$ cat src/rtl/ibex_efpga_ctrl_pkg.sv
// Shared types for the eFPGA custom-instruction controller: op types, FSM states,
// the latched request payload and the fabric result selector.
package ibex_efpga_ctrl_pkg;

    localparam int unsigned DataWidth = 32;
    localparam int unsigned OpWidth   = 2;

    typedef enum logic [OpWidth-1:0] {
        CX_OP_A    = 2'b00,
        CX_OP_B    = 2'b01,
        CX_OP_C    = 2'b10,
        CX_OP_RSVD = 2'b11
    } cx_optype_e;

    typedef enum logic [1:0] {
        IDLE = 2'b00,
        WAIT = 2'b01,
        DONE = 2'b10
    } efpga_ctrl_state_e;

    typedef struct packed {
        cx_optype_e           op;
        logic [DataWidth-1:0] operand_a;
        logic [DataWidth-1:0] operand_b;
    } cx_req_t;

    // Reserved op type yields zero; the caller raises the illegal flag separately.
    function automatic logic [DataWidth-1:0] cx_select(
        input cx_optype_e           op,
        input logic [DataWidth-1:0] res_a,
        input logic [DataWidth-1:0] res_b,
        input logic [DataWidth-1:0] res_c
    );
        logic [DataWidth-1:0] res;
        case (op)
            CX_OP_A: res = res_a;
            CX_OP_B: res = res_b;
            CX_OP_C: res = res_c;
            default: res = '0;
        endcase
        return res;
    endfunction

endpackage

$ cat src/rtl/ibex_efpga_delay_cnt.sv
// Loadable down-counter that saturates at zero; tracks remaining fabric latency.
module ibex_efpga_delay_cnt #(
    parameter int unsigned Width = 4
) (
    input  logic             clk,
    input  logic             rst_n,
    input  logic             load_i,
    input  logic [Width-1:0] load_val_i,
    input  logic             dec_i,
    output logic             zero_c
);

    logic [Width-1:0] cnt_q;

    always_ff @(posedge clk or negedge rst_n) begin
        if (!rst_n) begin
            cnt_q <= '0;
        end else if (load_i) begin
            cnt_q <= load_val_i;
        end else if (dec_i && (cnt_q != '0)) begin
            cnt_q <= cnt_q - Width'(1);
        end
    end

    assign zero_c = (cnt_q == '0);

endmodule

$ cat src/rtl/ibex_efpga_ctrl.sv
// Sequencer for the eFPGA custom-instruction unit in EX: issue, wait, capture, return.
// Optional performance counters are enabled with IBEX_EFPGA_PERF_CNT_EN.
module ibex_efpga_ctrl
    import ibex_efpga_ctrl_pkg::*;
#(
    parameter int unsigned DelayWidth   = 4,
    parameter int unsigned PerfCntWidth = 32
) (
    input  logic                  clk,
    input  logic                  rst_n,
    input  logic                  en_i,
    input  logic                  kill_i,
    input  logic [OpWidth-1:0]    operator_i,
    input  logic [DelayWidth-1:0] delay_i,
    input  logic [DataWidth-1:0]  operand_a_i,
    input  logic [DataWidth-1:0]  operand_b_i,
    output logic [DataWidth-1:0]  efpga_operand_a_o,
    output logic [DataWidth-1:0]  efpga_operand_b_o,
    output logic [OpWidth-1:0]    efpga_op_o,
    output logic                  efpga_start_o,
    input  logic [DataWidth-1:0]  result_a_i,
    input  logic [DataWidth-1:0]  result_b_i,
    input  logic [DataWidth-1:0]  result_c_i,
    output logic                  ready_o,
    output logic [DataWidth-1:0]  endresult_o,
    output logic                  illegal_op_o
`ifdef IBEX_EFPGA_PERF_CNT_EN
    ,
    output logic [PerfCntWidth-1:0] cx_retired_o,
    output logic [PerfCntWidth-1:0] cx_stall_cycles_o
`endif
);

    efpga_ctrl_state_e    state_q, state_d;
    cx_req_t              req_q;
    logic                 start_q;
    logic [DataWidth-1:0] res_q;
    logic                 illegal_q;
    logic                 accept_c;
    logic                 capture_c;
    logic                 cnt_dec_c;
    logic                 cnt_zero_c;

    ibex_efpga_delay_cnt #(
        .Width (DelayWidth)
    ) u_delay_cnt (
        .clk        (clk),
        .rst_n      (rst_n),
        .load_i     (accept_c),
        .load_val_i (delay_i),
        .dec_i      (cnt_dec_c),
        .zero_c     (cnt_zero_c)
    );

    // Abort (kill or ID dropping the request) takes priority over capture in WAIT.
    always_comb begin
        state_d   = state_q;
        ready_o   = 1'b0;
        accept_c  = 1'b0;
        capture_c = 1'b0;
        cnt_dec_c = 1'b0;
        case (state_q)
            IDLE: begin
                ready_o = !en_i;
                if (en_i && !kill_i) begin
                    accept_c = 1'b1;
                    state_d  = WAIT;
                end
            end
            WAIT: begin
                if (kill_i || !en_i) begin
                    state_d = IDLE;
                end else if (cnt_zero_c) begin
                    capture_c = 1'b1;
                    state_d   = DONE;
                end else begin
                    cnt_dec_c = 1'b1;
                end
            end
            DONE: begin
                ready_o = 1'b1;
                state_d = IDLE;
            end
            default: state_d = IDLE;
        endcase
    end

    always_ff @(posedge clk or negedge rst_n) begin
        if (!rst_n) begin
            state_q <= IDLE;
        end else begin
            state_q <= state_d;
        end
    end

    always_ff @(posedge clk or negedge rst_n) begin
        if (!rst_n) begin
            req_q     <= '0;
            start_q   <= 1'b0;
            res_q     <= '0;
            illegal_q <= 1'b0;
        end else begin
            start_q   <= accept_c;
            illegal_q <= capture_c && (req_q.op == CX_OP_RSVD);
            if (accept_c) begin
                req_q.op        <= cx_optype_e'(operator_i);
                req_q.operand_a <= operand_a_i;
                req_q.operand_b <= operand_b_i;
            end
            if (capture_c) begin
                res_q <= cx_select(req_q.op, result_a_i, result_b_i, result_c_i);
            end
        end
    end

    assign efpga_operand_a_o = req_q.operand_a;
    assign efpga_operand_b_o = req_q.operand_b;
    assign efpga_op_o        = req_q.op;
    assign efpga_start_o     = start_q;
    assign endresult_o       = res_q;
    // illegal_q is set only on the capture edge, so it is high exactly in DONE.
    assign illegal_op_o      = illegal_q;

`ifdef IBEX_EFPGA_PERF_CNT_EN
    logic [PerfCntWidth-1:0] retired_q;
    logic [PerfCntWidth-1:0] stall_q;

    always_ff @(posedge clk or negedge rst_n) begin
        if (!rst_n) begin
            retired_q <= '0;
            stall_q   <= '0;
        end else begin
            if (state_q == DONE) begin
                retired_q <= retired_q + PerfCntWidth'(1);
            end
            if (!ready_o && en_i) begin
                stall_q <= stall_q + PerfCntWidth'(1);
            end
        end
    end

    assign cx_retired_o      = retired_q;
    assign cx_stall_cycles_o = stall_q;
`else
    logic unused_perf_cnt_width;
    assign unused_perf_cnt_width = ^PerfCntWidth;
`endif

endmodule

$ cat config.mk
export PLATFORM = sky130hd
export DESIGN_NAME = ibex_efpga_ctrl
export DESIGN_NICKNAME = d
export VERILOG_FILES = /design/src/rtl/ibex_efpga_ctrl_pkg.sv /design/src/rtl/ibex_efpga_delay_cnt.sv /design/src/rtl/ibex_efpga_ctrl.sv
export SDC_FILE = /design/constraint.sdc
export NUM_CORES = 1
export LEC_CHECK = 0
export CAP_MARGIN = 20
export CELL_PAD_IN_SITES_DETAIL_PLACEMENT = 1
export CELL_PAD_IN_SITES_GLOBAL_PLACEMENT = 1
export CORE_MARGIN = 1
export CORE_UTILIZATION = 29
export CTS_BUF_LIST = sky130_fd_sc_hd__clkbuf_8
export DETAILED_ROUTE_END_ITERATION = 12
export GPL_ROUTABILITY_DRIVEN = 0
export GPL_TIMING_DRIVEN = 0
export PLACE_DENSITY_LB_ADDON = 0.1
export SLEW_MARGIN = 20
export SYNTH_ARGS = -nofsm -noshare
export SYNTH_HDL_FRONTEND = slang
export SYNTH_SLANG_ARGS = --single-unit
$ cat constraint.sdc
create_clock -name clk -period 1.9 [get_ports clk]
set_input_delay 0.475 -clock clk [delete_from_list [all_inputs] [get_ports clk]]
set_output_delay 0.475 -clock clk [all_outputs]
set_load 0.1 [all_outputs]
==> results of run 1 <==
## per-layer routing
metal	routed length, um	global-route usage
met5	0	0
met4	312	0.0696
met1	6370	0.218
met3	1710	0.0692
met2	8290	0.354
## metrics by stage
| step | cells | cell area (um2) | util |
|---|---|---|---|
| after floorplan | 463 | 4810 | - |
| after global placement | 949 | 7780 | 0.486 |
| after detailed placement | 950 | 7810 | 0.488 |
| after CTS | 966 | 8180 | 0.511 |
| after global routing | 968 | 8220 | 0.514 |
| final | 968 | 8220 | 0.514 |
## state kept, by name, summed over array words and instances (netlist names)
signal,cells
efpga_operand_b_o,32
illegal_op_o,1
efpga_operand_a_o,32
u_delay_cnt.cnt_q,4
efpga_start_o,1
endresult_o,32
efpga_op_o,2
state_q,2
## where the power goes
part           leakage, nW  internal, W  total [W]  switching (W)
logic                 2.28      0.00147    0.00593        0.00446
clock network        0.112     0.000717    0.00152       0.000807
registers             1.35      0.00275    0.00303       0.000287
## synth_stat cells
master	count
a21oi_1	1
a221o_1	1
a31o_2	1
a31oi_1	1
and3_1	1
buf_2	12
buf_4	2
buf_6	12
clkbuf_1	5
dfrtp_1	106
ha_1	1
inv_1	3
inv_8	1
mux2_1	2
mux2_2	30
mux2i_1	32
nand2_1	201
nand3_1	1
nand4bb_1	1
nor2_1	1
nor2b_1	5
nor3b_1	1
nor3b_2	1
o211ai_1	3
o21ai_0	1
o2bb2ai_1	32
or2_2	1
or3_1	2
or4_1	1
or4b_1	1
## cell type report
class,count,share of cell area
Clock buffer,12,0.0201
Clock inverter,4,0.00594
Timing Repair Buffer,273,0.351
Sequential cell,106,0.323
Tap cell,216,0.0329
Multi-Input combinational cell,322,0.236
Inverter,4,0.00274
Buffer,31,0.0288
## how the worst max path moves through the flow
stage,startpoint,to,slack (ns),cells after the start
detailed placement,en_i,ready_o,-0.88,3
global placement,rst_n,efpga_op_o[0]$_DFFE_PN0P_,-4.27,1
finish,efpga_operand_a_o[29]$_DFFE_PN0P_,efpga_operand_a_o[29],0.08,1
CTS,u_delay_cnt.cnt_q[1]$_DFFE_PN0P_,endresult_o[6]$_DFFE_PN0P_,-0.02,7
global route,u_delay_cnt.cnt_q[0]$_DFFE_PN0P_,endresult_o[12]$_DFFE_PN0P_,0.004,7
floorplan,efpga_op_o[0]$_DFFE_PN0P_,endresult_o[26]$_DFFE_PN0P_,0.03,5
## cells by family (layout without fill, tap and decap cells)
logic type / Yosys count / count (layout) / share of synthesized area
flops: 106 / 106 / 0.552
buf+inv: 35 / 324 / 0.0524
simple gates: 217 / 217 / 0.181
fa+ha+maj: 1 / 1 / 0.00260
mux: 64 / 64 / 0.142
compound gates: 40 / 40 / 0.0703
## repair_timing
item                                    CTS  global route
cloned                                    0             0
buffers inserted                          0             2
endpoints found under the setup margin  129            29
pin swaps                                 1             1
endpoints found under the hold margin     0             0
resized for setup                       315             4
==> metrics, run 1 <==
leakage=about 3.7 nW; register bit total from synthesis=106; Clock Latency Late Sink=between 0.3 and 0.4 ns; first-pass GRT wire length=25.6 mm; htree depth=3; FF-to-FF Start=u_delay_cnt.cnt_q[0]$_DFFE_PN0P_; CTS tree=yes; Pwr Total=~0.010 W; n_diodes=0; clock skew after layout=0.0105 ns; Avg Cell Area, Syn=a little over 10 um2; crit path capture type=output port; setup TNS=0 ns; Routed Antenna Nets=0; I/O Pins=271; FILL cells=1757; Final min period=1.82 ns; DR pass1 iterations=4; Inserted Clock Buffers=9; Cell Pwr Density=1280 nW/um2; fmax=549 MHz; die footprint=17100 um2; Peak VDD IR=509 uV; core area=16000 um2; max-slew violations=0; RSZ-0062 raised after global routing=no; vias per cell=4.48; cts hold-fix bufs=0; nets=918; hpwl dp=around 13 mm; register area share after synthesis=0.552; CTS Sinks=about 110; drt first-iter violations=74; routed len/inst=around 17 um; Worst-path clk slew=0.11 ns; FF+latch area=2660 um2; Synth cell types=30; Worst EP required=between 1 and 1.5 ns; CP max-delay cell=clkdlybuf4s15_2; R2R cell count=7; type of origin of the critical path=register; Post-Synthesis Cells=around 460; CP Cell Sequence=clkdlybuf4s15_2; total grt overflow=0; antenna violations before repair=0; Starting Density=0.300; Rows=46; critical path type=reg -> out; CP arrival=1.35 ns; vias in the first global route=approximately 4700; Mapped Nets=634; Synth warnings=0; most common cell after layout, fill and taps aside=nand2_1; top cell type's share of synthesized area=0.552; largest area contributor in the netlist=dfrtp_1; pre-CTS setup slack=-0.881 ns; GRT Util Overall=0.198; CP delay by family, top=buffers and inverters; synthesized cell area=4800 um2; min-delay worst type=in -> async; max_cap viols=0; Crit Reg-Reg Endpoint=endresult_o[11]$_DFFE_PN0P_; clock root buffer=clkbuf_8; Setup-failing EPs final=0; R2R Setup Slk=~0.11 ns; pin count of the biggest net entering global routing=61; layout cells sized above 1=0.249; count of buffer and inverter cells on the critical path=1; dominant cells by area after synthesis=dfrtp_1, nand2_1, mux2_2, mux2i_1, o2bb2ai_1; via count=4339; endpoints failing hold=0; area occupied by multi-input gates=1940 um2; fin crit share=0.959; chip height=131 um; worst relative slew slack=0.603; synthesis-to-layout area growth=71.2%; final setup margin=0.0787 ns; worst-case clock buffer depth=2; DRC=0; crit-path max cell delay=~0.58 ns; Hold WS=0.0791 ns; status=complete, no violations; WL final=around 17 mm; IO buf count=270; Die W=131 um; most frequent cells in the layout=nand2_1, clkdlybuf4s50_1, dfrtp_1; crit-path max FO=2; Tightest Pin Transition=0.595 ns
No activity file was read; power rests on OpenSTA's default activity.
==> run 2, diff against run 1 <==
Settings changed: ABC_AREA set to 1, CORE_MARGIN 1 to unset, CORE_UTILIZATION 29 to 26, CTS_BUF_LIST sky130_fd_sc_hd__clkbuf_8 to unset.
==> run 2 against run 1 <==
  * Clock skew down 0.0025 ns
  * Critical endpoint is now ready_o
  * Synthesized cell count is 33% higher
  * Combinational power up 20%
  * Largest power group unchanged
  * Sequential share of layout area rose by 0.15 points
==> metrics, run 2 <==
area occupied by multi-input gates=1880 um2; fin crit share=0.970; Avg Cell Area, Syn=7.72 um2; synthesis-to-layout area growth=71.9%; largest area contributor in the netlist=dfrtp_1; max_cap viols=0; met1 global-route usage=0.213; Tightest Pin Transition=0.586 ns; Synth warnings=0; dominant cells by area after synthesis=dfrtp_1, nand2_1, o21ai_0, nand3_1, buf_2; type of origin of the critical path=input port; Worst EP required=1.42 ns; FF-to-FF Start=u_delay_cnt.cnt_q[0]$_DFFE_PN0P_; Die W=137 um; crit-path max FO=2; CTS Sinks=106; Post-Synthesis Cells=616; Routed Antenna Nets=0; clock skew after layout=0.00804 ns; Post-DP Area=7780 um2; crit-path max cell delay=0.44 ns; GRT Util Overall=0.184; die footprint=18800 um2; Worst-path clk slew=0.08 ns; I/O Pins=271; number of synthesized flops with an enable pin=0; CTS tree=yes; CP Capture Point=ready_o; CP max-delay cell=clkdlybuf4s50_1; vias in the first global route=5235; pin count of the biggest net entering global routing=56; antenna violations before repair=0; endpoints failing hold=0; first-pass GRT wire length=26.5 mm; core area=18000 um2; Peak VDD IR=909 uV; top cell type's share of synthesized area=0.558; IO buf count=270; Crit Reg-Reg Endpoint=endresult_o[21]$_DFFE_PN0P_; vias per cell=4.45; status=complete, no violations; FF+latch area=2650 um2; register bit total from synthesis=106; Clock Latency Late Sink=0.35 ns; synthesized cell area=~4800 um2; GR met3 Demand/Resource=0.0493; worst relative slew slack=0.611; drt first-iter violations=127; worst setup path startpoint=en_i; n_diodes=0; Synth Flop Type=dfrtp_1; register area share after synthesis=0.558; leakage=3.95 nW; GRT Max-Usage Layer=met2; fmax=543 MHz; setup TNS=0 ns; WL final=17.2 mm; CP arrival=1.37 ns; total grt overflow=0; hpwl dp=13.5 mm; RSZ-0062 raised after global routing=no; most common cell in the netlist=nand2_1; crit path capture type=output port; most frequent cells in the layout=nand2_1, clkdlybuf4s50_1, dfrtp_1; nets=1069; Post-synth ARST share=1.00; via count=5039; layout cells sized above 1=0.169; clock root buffer=clkbuf_16; Cell Pwr Density=approximately 1500 nW/um2; Rows=between 40 and 50; # Post-CTS Setup Buffers=0; worst-case clock buffer depth=2; met2 Usage GRT=0.325; Synth cell types=15; final instance area=8180 um2; routed len/inst=15.2 um; min-delay worst type=in -> async; DRC=0; Mapped Nets=787; htree depth=3; Pwr Total=0.0121 W; Post-synth top cells=nand2_1, dfrtp_1, o21ai_0; max-slew violations=0; Final min period=roughly 1.8 ns; R2R Setup Slk=0.24 ns; critical path type=in -> out; R2R cell count=8; Starting Density=0.265; CP Cell Sequence=clkdlybuf4s50_1 > a21oi_2 > buf_4; Inserted Clock Buffers=9; chip height=137 um; FILL cells=2133; Setup-failing EPs final=0; DR pass1 iterations=4; most common cell after layout, fill and taps aside=nand2_1; Post-Route Utilization=0.455
## run 2: per-layer routing
| metal | wire length (um) | vias to the layer above |
|---|---|---|
| li1 | - | 2462 |
| met4 | 259 | 0 |
| met5 | 0 | - |
| met2 | 8610 | 170 |
| met1 | 6940 | 2393 |
| met3 | 1360 | 14 |
## run 2: layout make-up
cell class / instances / share of cell area
tap: 229 / 0.0350
sequential: 106 / 0.324
clock inverter: 6 / 0.00612
clock buffer: 10 / 0.0280
multi-input combinational: 463 / 0.230
buffer: 33 / 0.0220
timing repair buffer: 271 / 0.348
inverter: 14 / 0.00643
## run 2: power breakdown
part / total [W] / switching (W) / leakage (nW) / internal (W)
Sequential: 0.00320 / 0.000344 / 1.35 / 0.00286
Clock: 0.00180 / 0.000888 / 0.135 / 0.000908
Combinational: 0.00712 / 0.00558 / 2.47 / 0.00154
Total: 0.0121 / 0.00681 / 3.95 / 0.00530
## run 2: worst min path at each step
| stage | slack (ns) | from | end | depth (start not counted) |
|---|---|---|---|---|
| after CTS | 0.10 | rst_n | efpga_operand_a_o[25]$_DFFE_PN0P_ | 1 |
| final | 0.09 | rst_n | efpga_operand_a_o[25]$_DFFE_PN0P_ | 1 |
| after global routing | 0.12 | rst_n | efpga_operand_a_o[25]$_DFFE_PN0P_ | 1 |
| after floorplan | 0.18 | rst_n | efpga_op_o[0]$_DFFE_PN0P_ | 0 |
| after global placement | 0.46 | efpga_operand_b_o[17]$_DFFE_PN0P_ | efpga_operand_b_o[17]$_DFFE_PN0P_ | 2 |
| after detailed placement | 0.47 | efpga_operand_b_o[26]$_DFFE_PN0P_ | efpga_operand_b_o[26]$_DFFE_PN0P_ | 2 |
## run 2: repair_timing
action                     4_1_cts  5_1_grt
hold endpoints to repair         0        0
hold buffers                     0        0
resized for setup              308        8
setup endpoints to repair      101       34
## run 2: stage by stage
step | hold WS (ns) | setup slack [ns] | cells
2_1_floorplan | 0.179 | 0.0330 | 616
3_3_place_gp | 0.462 | -3.88 | 1115
3_5_place_dp | 0.467 | -0.812 | 1116
4_1_cts | 0.104 | 0.00216 | 1132
5_1_grt | 0.122 | 0.00912 | 1132
6_report | 0.0922 | 0.0578 | 1132
## run 2: cells by family after synthesis
logic type | Yosys count | share of synthesized area
flip-flops | 106 | 0.558
buffers and inverters | 47 | 0.0484
adder cells (fa/ha/maj) | 1 | 0.00263
AND/OR/NAND/NOR | 424 | 0.351
AO/OA/AOI/OAI | 38 | 0.0400
## run 2: worst max-delay path: cells and delay by family
family / cells / cell delay [ns]
buffers and inverters: 2 / 0.74
AO/OA/AOI/OAI: 1 / 0.14
==> edit 1, RTL diff (config.mk and constraints of run 2) <==
Change the package constant `DataWidth` from 32 to 24.
--- a/src/rtl/ibex_efpga_ctrl_pkg.sv
+++ b/src/rtl/ibex_efpga_ctrl_pkg.sv
@@ -4,3 +4,3 @@
 
-    localparam int unsigned DataWidth = 32;
+    localparam int unsigned DataWidth = 24;
     localparam int unsigned OpWidth   = 2;
Ports: changed (8 resized); port bits go from 271 to 207. No check against the original RTL was run, so the function may have changed too.
==> edit 1 against run 2 <==
- synthesized cell count fell by 23%
- first-iteration DRC count rose by 52%
- fmax rose by 2.4%
- routed wire length fell by 26%
- total power fell by 18%
- final area fell by 21%
- sequential cell count fell by 24
- synthesized area fell by 22%
- worst setup slack improved by 0.044 ns
- critical endpoint unchanged
- largest cell class unchanged
==> edit 1: results (changes against run 2) <==
| Metric | Value |
|---|---|
| Status | `finished, final reports clean (unchanged)` |
| Static leakage | `3.10 nW (was 3.95 nW)` |
| Antenna cells | `0 (unchanged)` |
| Clock Skew | `0.00435 ns (was 0.00804 ns)` |
| H-tree depth | `3 (unchanged)` |
| Max-cap check violation count | `0 (unchanged)` |
| Nets@finish | `826 (was 1069)` |
| Share of cells above drive strength 1 | `17.6% (was 16.9%)` |
| YS warnings | `0 (unchanged)` |
| Ranking of synthesized cells by area | `dfrtp_1 (56%), nand2_1 (29%), o21ai_0 (3.9%) (was dfrtp_1 (56%), nand2_1 (30%), o21ai_0 (3.9%))` |
| Via density | `4.40 (was 4.45)` |
| Setup crit end | `ready_o (unchanged)` |
| Vias in the first global route | `4157 (was 5235)` |
| CP arrival | `1.32 ns (was 1.37 ns)` |
| Ys flop type | `dfrtp_1 (unchanged)` |
| Fraction of registers with async set/reset | `100% (unchanged)` |
| Clock slew at reported path FFs | `0.06 ns (was 0.08 ns)` |
| Drt first pass iters | `6 (was 4)` |
| Syn Inst Count | `477 (was 616)` |
| CTS max path bufs | `2 (unchanged)` |
| Slew margin rel. | `60.5% (was 61.1%)` |
| Vias | `3871 (was 5039)` |
| First-pass GRT wire length | `20300 um (was 26500 um)` |
| Peak VDD IR | `0.515 mV (was 0.909 mV)` |
| Worst skew pair latency | `0.34 ns` |
| Synth Net Count | `608 (was 787)` |
| R2R Setup Slk | `0.21 ns (was 0.24 ns)` |
| Setup WS pre-CTS | `-0.811 ns (was -0.812 ns)` |
| Worst setup path start | `en_i (unchanged)` |
| Dpl hpwl | `9870 um (was 13500 um)` |
| Worst Path Max Fanout | `2 (unchanged)` |
| Hold_ws | `0.0974 ns (was 0.0922 ns)` |
| GRT Resource Usage Total | `17.9% (was 18.4%)` |
| RR Startpoint | `u_delay_cnt.cnt_q[0]$_DFFE_PN0P_ (unchanged)` |
| Placed cells | `864 (was 1116)` |
| Top post-synthesis cells by count | `nand2_1 (289), dfrtp_1 (82), o21ai_0 (29) (was nand2_1 (377), dfrtp_1 (106), o21ai_0 (37))` |
| CTS buffer count | `9 (unchanged)` |
| Initial antenna violation count | `0 (unchanged)` |
| Largest net degree at the start of global routing | `49 (was 56)` |
| Port bufs | `206 (was 270)` |
| DRT iter0 DRCs | `193 (was 127)` |
| Register area share after synthesis | `55.6% (was 55.8%)` |
| Worst r2r path cells | `8 (unchanged)` |
| R2R Path End | `endresult_o[11]$_DFFE_PN0P_ (was endresult_o[21]$_DFFE_PN0P_)` |
| Min-delay worst type | `primary input to asynchronous set/reset pin (unchanged)` |
| Cell variety after synth | `16 (was 15)` |
| Routed wire per std cell | `14.4 um (was 15.2 um)` |
| Min Tclk post-route | `1.80 ns (was 1.84 ns)` |
| CTS root buf | `clkbuf_16 (unchanged)` |
==> edit 1: cell type report <==
| type | instances | area [um2] |
|---|---|---|
| multi-input cells | 359 | 1460 |
| clock buffers | 11 | 233 |
| flip-flops and latches | 82 | 2050 |
| well taps | 180 | 225 |
| inverters | 13 | 48.8 |
| clock inverters | 5 | 103 |
| plain buffers | 23 | 129 |
| fillers | 1701 | 7460 |
| repair buffers | 207 | 2170 |
==> edit 1: per-stage QoR <==
stage	cell area, um2	TNS [ns]
after detailed placement	6010	-7.73
after CTS	6430	0
final	6420	0
after floorplan	3690	0
after global routing	6420	0
after global placement	5980	-236.84
==> edit 1: power by group <==
part | total (mW) | internal (mW) | switching (mW)
Sequential | 2.50 | 2.22 | 0.280
Clock | 1.97 | 1.28 | 0.691
Combinational | 5.49 | 1.19 | 4.30
==> edit 1: cells by family (layout without fill, tap and decap cells) <==
| kind of cell | count (synthesis) | count (layout) | share of synthesized area, % |
|---|---|---|---|
| AOI/OAI and AO/OA | 30 | 30 | 4.07 |
| adders and majority gates | 1 | 1 | 0.339 |
| buffers and inverters | 36 | 259 | 4.82 |
| DFF | 82 | 82 | 55.6 |
| and+or+nand+nor | 328 | 328 | 35.2 |
==> edit 1: metal layers <==
layer	global-route usage, %	up-vias	wire length [um]
met5	0	-	0
met4	7.02	0	184
met3	5.97	11	1190
met2	30.5	146	5990
met1	20.6	1809	5330
li1	-	1905	-
==> edit 1: critical path, cell delays in order <==
cell,delay (ns)
clkdlybuf4s50_1,0.44
a21oi_2,0.16
buf_6,0.24
==> edit 1: timing repair <==
item / in CTS / in global routing
gates cloned: 0 / 0
resized for setup: 236 / 3
endpoints found under the setup margin: 77 / 2
buffers inserted: 0 / 0
==> edit 2, RTL diff (flow settings as in run 2) <==
Made on the original files. The 3 states of `efpga_ctrl_state_e` get a one-hot encoding in 3 bits.
--- a/src/rtl/ibex_efpga_ctrl_pkg.sv
+++ b/src/rtl/ibex_efpga_ctrl_pkg.sv
@@ -14,6 +14,6 @@
 
-    typedef enum logic [1:0] {
-        IDLE = 2'b00,
-        WAIT = 2'b01,
-        DONE = 2'b10
+    typedef enum logic [2:0] {
+        IDLE = 3'b001,
+        WAIT = 3'b010,
+        DONE = 3'b100
     } efpga_ctrl_state_e;
Formal check against the unedited RTL: no difference found for any inputs over 10 cycles, from zero or initial values and one cycle with rst_n low; not proved beyond that.
==> edit 2 against run 2 <==
- total power is 21% lower
- worst setup slack got worse by 0.016 ns
- first-iteration DRC count shrank 5.5%
- global-route usage down 0.38 points
- routed wire length down 0.57%
- final area up 1.1%
- combinational power decreased by 34%
- synthesized area is 1.0% higher
- sequential cell count is 1 higher
- largest cell class unchanged
- largest power group unchanged
==> edit 2: results (changes against run 2) <==
| Metric | Value |
|---|---|
| Status | `finished, final reports clean (unchanged)` |
| DRT iter0 DRCs | `120 (was 127)` |
| Worst Path Max Fanout | `3 (was 2)` |
| Dpl hpwl | `13400 um (was 13500 um)` |
| Vias in the first global route | `5253 (was 5235)` |
| Static leakage | `4.00 nW (was 3.95 nW)` |
| Crit path max-delay family | `flip-flops (was buffers and inverters)` |
| R2R Path End | `u_delay_cnt.cnt_q[2]$_DFFE_PN0P_ (was endresult_o[21]$_DFFE_PN0P_)` |
| Worst Tran Pin Value | `0.582 ns (was 0.586 ns)` |
| First-pass GRT wire length | `26400 um (was 26500 um)` |
| Max incr delay on CP | `0.56 ns (was 0.44 ns)` |
| Syn Inst Count | `620 (was 616)` |
| Worst r2r path cells | `7 (was 8)` |
| Vias | `4993 (was 5039)` |
| Routed wire per std cell | `15.0 um (was 15.2 um)` |
| Peak VDD IR | `0.626 mV (was 0.909 mV)` |
| Largest net degree at the start of global routing | `60 (was 56)` |
| Top post-synthesis cells by count | `nand2_1 (377), dfrtp_1 (106), nand3_1 (40) (was nand2_1 (377), dfrtp_1 (106), o21ai_0 (37))` |
| Setup WS pre-CTS | `-0.862 ns (was -0.812 ns)` |
| Via density | `4.40 (was 4.45)` |
| Count leader, synth | `nand2_1 (unchanged)` |
| Register area share after synthesis | `55.8% (about the same)` |
| GRT Resource Usage Total | `18.0% (was 18.4%)` |
| Ranking of synthesized cells by area | `dfrtp_1 (55%), nand2_1 (29%), nand3_1 (4.2%) (was dfrtp_1 (56%), nand2_1 (30%), o21ai_0 (3.9%))` |
| Share of cells above drive strength 1 | `17.3% (was 16.9%)` |
| Clock Skew | `0.00750 ns (was 0.00804 ns)` |
| Critical-path top delay cell | `dfstp_2 (was clkdlybuf4s50_1)` |
| Port bufs | `270 (unchanged)` |
| Nets@finish | `1073 (was 1069)` |
| Synth Net Count | `791 (was 787)` |
| R2R Setup Slk | `0.30 ns (was 0.24 ns)` |
| Cell variety after synth | `20 (was 15)` |
## edit 2: changes by cell type after synthesis, moves of 2 or more
| cell | delta |
|---|---|
| nor2_2 | +2 |
| clkbuf_1 | +2 |
| inv_2 | +5 |
| nor2_1 | -3 |
| o21ai_0 | -2 |
| nand3_1 | +5 |
| inv_1 | -7 |
| buf_4 | -5 |
| nand2_2 | +2 |
## edit 2: cell type report
class	instances	area, um2
Fill cell	2107	9760
Tap cell	229	287
Inverter	12	45.0
Sequential cell	107	2680
Clock buffer	9	225
Buffer	32	156
Multi-Input combinational cell	469	1930
Timing Repair Buffer	271	2860
Clock inverter	7	75.1
## edit 2: report_power, final
group	leakage [nW]	switching, mW	internal, mW
clock	0.138	0.900	1.03
combinational	2.48	3.58	1.14
sequential	1.38	0.225	2.65
## edit 2: kinds of logic (layout without fill, tap and decap cells)
family	after synthesis	in the layout	synth area share [%]
buffers and inverters	44	331	4.19
AND/OR/NAND/NOR	431	431	35.8
XOR/XNOR	1	1	0.182
flip-flops	107	107	55.8
adder cells (fa/ha/maj)	1	1	0.260
AO/OA/AOI/OAI	36	36	3.75
## edit 2: worst max path at each step
stage          cells past startpoint                 startpoint                          end  slack [ns]
6_report                           3     state_q[0]$_DFFE_PN1P_                      ready_o        0.04
5_1_grt                            3     state_q[0]$_DFFE_PN1P_                      ready_o      -0.006
4_1_cts                            3     state_q[0]$_DFFE_PN1P_                      ready_o       0.008
3_5_place_dp                       3                       en_i                      ready_o       -0.86
3_3_place_gp                       1                      rst_n  endresult_o[23]$_DFFE_PN0P_       -3.94
2_1_floorplan                      7  efpga_op_o[1]$_DFFE_PN0P_  endresult_o[11]$_DFFE_PN0P_        0.10
## edit 2: per-stage QoR
| step | hold WS (ns) | power (mW) | area (um2) |
|---|---|---|---|
| after floorplan | 0.179 | 6.27 | 4810 |
| after global placement | 0.453 | 7.68 | 7800 |
| after detailed placement | 0.458 | 7.78 | 7830 |
| after CTS | 0.0775 | 9.65 | 8260 |
| after global routing | 0.0944 | 10.0 | 8270 |
| final | 0.0695 | 9.53 | 8270 |
## edit 2: timing repair
action / 4_1_cts / 5_1_grt
gates cloned: 0 / 0
setup buffers: 0 / 0
hold buffers: 0 / 0
resized for setup: 308 / 3
endpoints found under the setup margin: 101 / 3
## edit 2: routing by layer
layer	vias to the layer above	track usage, %	routed length (um)
met5	-	0	0
met3	24	4.71	1320
li1	2475	-	-
met2	181	31.8	8490
met1	2313	20.6	6890
met4	0	7.07	376
